--- src/rtl/counter_pkg.sv ---
// Shared defaults and the count type for consumers of the free-running counter.
// Consumers that keep the default width can hold a count in count_t.
package counter_pkg;

    localparam int COUNTER_WIDTH_DEFAULT       = 8;
    localparam int COUNTER_RESET_VALUE_DEFAULT = 0;

    typedef logic [COUNTER_WIDTH_DEFAULT-1:0] count_t;

endpackage : counter_pkg

--- src/rtl/counter.sv ---
// Free-running WIDTH-bit up-counter with an all-ones decode and a registered wrap pulse.
// counter_checker holds the temporal properties and can also be bound on its own.
module counter
    import counter_pkg::*;
#(
    parameter int WIDTH       = COUNTER_WIDTH_DEFAULT,
    parameter int RESET_VALUE = COUNTER_RESET_VALUE_DEFAULT
) (
    input  logic             clk,
    input  logic             reset,
    output logic [WIDTH-1:0] value,
    output logic             at_max,
    output logic             wrapped
);

    logic [WIDTH-1:0] r_value;
    logic             r_wrapped;
    logic             w_at_max;

    assign w_at_max = (r_value == '1);

    // Reset wins even at all-ones, so a reset on the terminal count never pulses wrapped.
    always_ff @(posedge clk) begin
        if (reset) begin
            r_value   <= WIDTH'(RESET_VALUE);
            r_wrapped <= 1'b0;
        end else begin
            r_value   <= r_value + WIDTH'(1);
            r_wrapped <= w_at_max;
        end
    end

    assign value   = r_value;
    assign at_max  = w_at_max;
    assign wrapped = r_wrapped;

`ifndef SYNTHESIS
    counter_checker #(
        .WIDTH       (WIDTH),
        .RESET_VALUE (RESET_VALUE)
    ) u_checker (
        .clk     (clk),
        .reset   (reset),
        .value   (r_value),
        .wrapped (r_wrapped)
    );
`endif

endmodule : counter

// Outputs are meaningless until the first reset, so properties stay disabled until one is seen.
module counter_checker #(
    parameter int WIDTH       = 8,
    parameter int RESET_VALUE = 0
) (
    input logic             clk,
    input logic             reset,
    input logic [WIDTH-1:0] value,
    input logic             wrapped
);

    logic r_armed;

    always_ff @(posedge clk) begin
        if (reset) begin
            r_armed <= 1'b1;
        end
    end

    a_increment : assert property (@(posedge clk) disable iff (!r_armed)
        !reset |=> (value == WIDTH'($past(value) + WIDTH'(1))));

    a_reset_load : assert property (@(posedge clk)
        reset |=> ((value == WIDTH'(RESET_VALUE)) && !wrapped));

    a_wrap_pulse : assert property (@(posedge clk) disable iff (!r_armed)
        wrapped |=> !wrapped);

endmodule : counter_checker

--- config.mk ---
export PLATFORM = sky130hd
export DESIGN_NAME = counter
export DESIGN_NICKNAME = d
export VERILOG_FILES = /design/src/rtl/counter_pkg.sv /design/src/rtl/counter.sv
export SDC_FILE = /design/constraint.sdc
export NUM_CORES = 1
export LEC_CHECK = 0
export ABC_AREA = 1
export BUFFER_PORTS_ARGS = -buffer_cell sky130_fd_sc_hd__buf_2
export CORE_AREA = 2 2 39 41
export CTS_BUF_LIST = sky130_fd_sc_hd__clkbuf_8
export CTS_CLUSTER_SIZE = 10
export DETAILED_ROUTE_END_ITERATION = 6
export DIE_AREA = 0 0 41 43
export PLACE_DENSITY_LB_ADDON = 0.2
export SYNTH_ARGS = -nofsm -noshare
export SYNTH_HDL_FRONTEND = slang
export SYNTH_SLANG_ARGS = --single-unit
--- constraint.sdc ---
create_clock -name clk -period 2 [get_ports clk]
set_input_delay 0.1 -clock clk [delete_from_list [all_inputs] [get_ports clk]]
set_output_delay 0.1 -clock clk [all_outputs]
set_load 0.01 [all_outputs]
==> key figures <==
Run status
  – Status: finished clean

Drt
  – Vias: 347
  – Initial DRT Pass Iterations: 4
  – Antenna viol nets, final: 0
  – Post-DR wirelength/cell: 9.25 µm
  – DRC: 0
  – WL final: 749 µm
  – 1st-iter DRT viols: 11
  – Number of vias per cell: 4.28

Place
  – Area after DPL: 434 µm²
  – Place WS: 0.767 ns
  – Placer Congestion: 0.699
  – # port buffers: 11
  – HPWL Detailed: 591 µm
  – Placed cells: 77

Critical path
  – Worst r2r src: value[0]$_SDFF_PP0_
  – Critical path startpoint: value[0]$_SDFF_PP0_
  – WP data required: 1.90 ns
  – Startpoint Class: flip-flop
  – Data arrival time of the worst path: 1.35 ns
  – Largest fanout on the critical path: 5
  – CP Capture Type: primary output
  – Crit Path Category: reg -> out

Synth
  – Library cells used by synthesis: 11
  – Synth top area share: 0.502
  – Post-synthesis register bit count: 9
  – Syn Inst Count: 50
  – Seq/Total Area, Yosys: 0.502
  – Synth area leader: dfxtp_1
  – Synthesized area per cell: 7.18 µm²
  – Synth warn: 0
  – Post-Syn Area: 359 µm²
  – Top post-synthesis cells by area: dfxtp_1, nor2_1, nand2_1
  – Syn nets: 53

Worst hold path
  – Worst hold path class: in -> reg
  – Hold Crit Start: reset

CTS
  – Later-pin clock latency in the skew report: 0.23 ns
  – Hold buffers post-CTS: 0
  – Post_cts resized: 0
  – Reg clk slew, reported paths: 0.04 ns
  – Max Buffers Root-to-Sink: 2
  – Root buf cell: clkbuf_8
  – Total setup buffers inserted after CTS: 0
  – Clk sinks: 9
  – CTS HTree Levels: 1
  – TritonCTS clock tree: done
  – TritonCTS buffer count: 3

Flow run
  – Max-cap violations: 0

STA
  – Worst relative slew slack: 0.881
  – Fin Clk Skew: 0.00210 ns
  – Slew @ Worst Pin: 0.179 ns
  – RSZ-0062 raised after global routing: no
  – Setup-failing EPs final: 0
  – Setup WS post-layout: 0.548 ns
  – Min Tclk post-route: 1.45 ns
  – Pins over their slew limit: 0
  – Hold Vio Cnt, Final: 0
  – Final period util: 0.726
  – Fin Setup TNS: 0 ns
  – Worst hold slack: 0.115 ns
  – Max Freq: 689 MHz

Floorplan
  – Die Y: 43 µm
  – Core Box Area: 0.00138 mm²
  – Die W: 41 µm
  – DIE AREA: 0.00176 mm²
  – Top Ports: 12
  – Cell row count: 14
  – Initial Util: 0.259

Power
  – Pwr/cell area: 857 mW/mm²
  – Peak supply drop: 0.417 mV
  – Tot Pwr: 411 µW
  – P_leak: 0.236 nW

GRT
  – Initial antenna violation count: 0
  – Tot GR Track Use: 0.120
  – Grt total ovfl: 0
  – Global-route wire length before repair: 1350 µm
  – Vias in the first global route: 331
  – Largest net degree at the start of global routing: 7

Layout
  – Area Growth Syn to Fin: 33.4%
  – Post-layout util: 0.346
  – Final Cell Area: 479 µm²
  – # diodes: 0
  – Layout Cells excl Fill: 81
  – Layout cells sized above 1: 0.231
  – Nets: 69
[cell usage in the layout (no fill, tap or decap), drive strengths merged]
cell / synthesis / layout
nor3: 1 / 1
buf: 0 / 11
nand2: 11 / 11
dfxtp: 9 / 9
nand3: 4 / 4
o21ai: 1 / 1
nor2: 13 / 13
or2: 1 / 1
clkbuf: 0 / 3
ha: 1 / 1
inv: 6 / 7
a21oi: 3 / 3
[synth_stat cells]
cell     count
ha_1         1
dfxtp_1      9
nor2_2       1
inv_1        6
o21ai_0      1
or2_0        1
a21oi_1      3
nor2_1      12
nor3_1       1
nand3_1      4
nand2_1     11
[sequential cells by signal, indices dropped and copies added (netlist names)]
register,flops
value,8
wrapped,1
[report_power, final]
| group | internal [mW] | switching (mW) | total [mW] |
|---|---|---|---|
| logic | 0.00872 | 0.0124 | 0.0211 |
| clock network | 0.133 | 0.0656 | 0.199 |
| registers | 0.185 | 0.00546 | 0.191 |
| total | 0.327 | 0.0835 | 0.411 |
[layout make-up]
class | count | area, µm²
clock buffer | 3 | 41.3
timing repair buffer | 11 | 55.1
fill | 148 | 905
sequential | 9 | 180
inverter | 6 | 22.5
tap | 16 | 20.0
clock inverter | 1 | 3.75
multi-input combinational | 35 | 156
[worst paths after layout]
kind / slack (ns) / depth (start not counted) / to
worst min-delay path: 0.12 / 2 / value[1]$_SDFF_PP0_
worst max-delay path: 0.55 / 6 / at_max
worst min register to register: 0.47 / 2 / value[4]$_SDFF_PP0_
worst max register to register: 0.91 / 5 / wrapped$_SDFF_PP0_
[logic make-up (layout without fill, tap and decap cells)]
kind of cell / Yosys count / in the layout / synth area share
DFF: 9 / 9 / 0.502
buffers and inverters: 6 / 21 / 0.0627
and+or+nand+nor: 30 / 30 / 0.345
AOI/OAI and AO/OA: 4 / 4 / 0.0557
adders and majority gates: 1 / 1 / 0.0348
[worst max-delay path: stages (launching register included)]
cell and delay (ns):
dfxtp_1 0.38, ha_1 0.19, nand2_1 0.09, nor2_2 0.15, nand3_1 0.12, inv_1 0.07, buf_2 0.12
[metal layers]
layer / wire (µm) / GRT usage / part of all wire
met5: 0 / 0 / 0
met1: 336 / 0.160 / 0.45
met3: 71 / 0.0471 / 0.095
met4: 8 / 0.100 / 0.011
met2: 332 / 0.144 / 0.44
(Power assumes the default switching activity.)
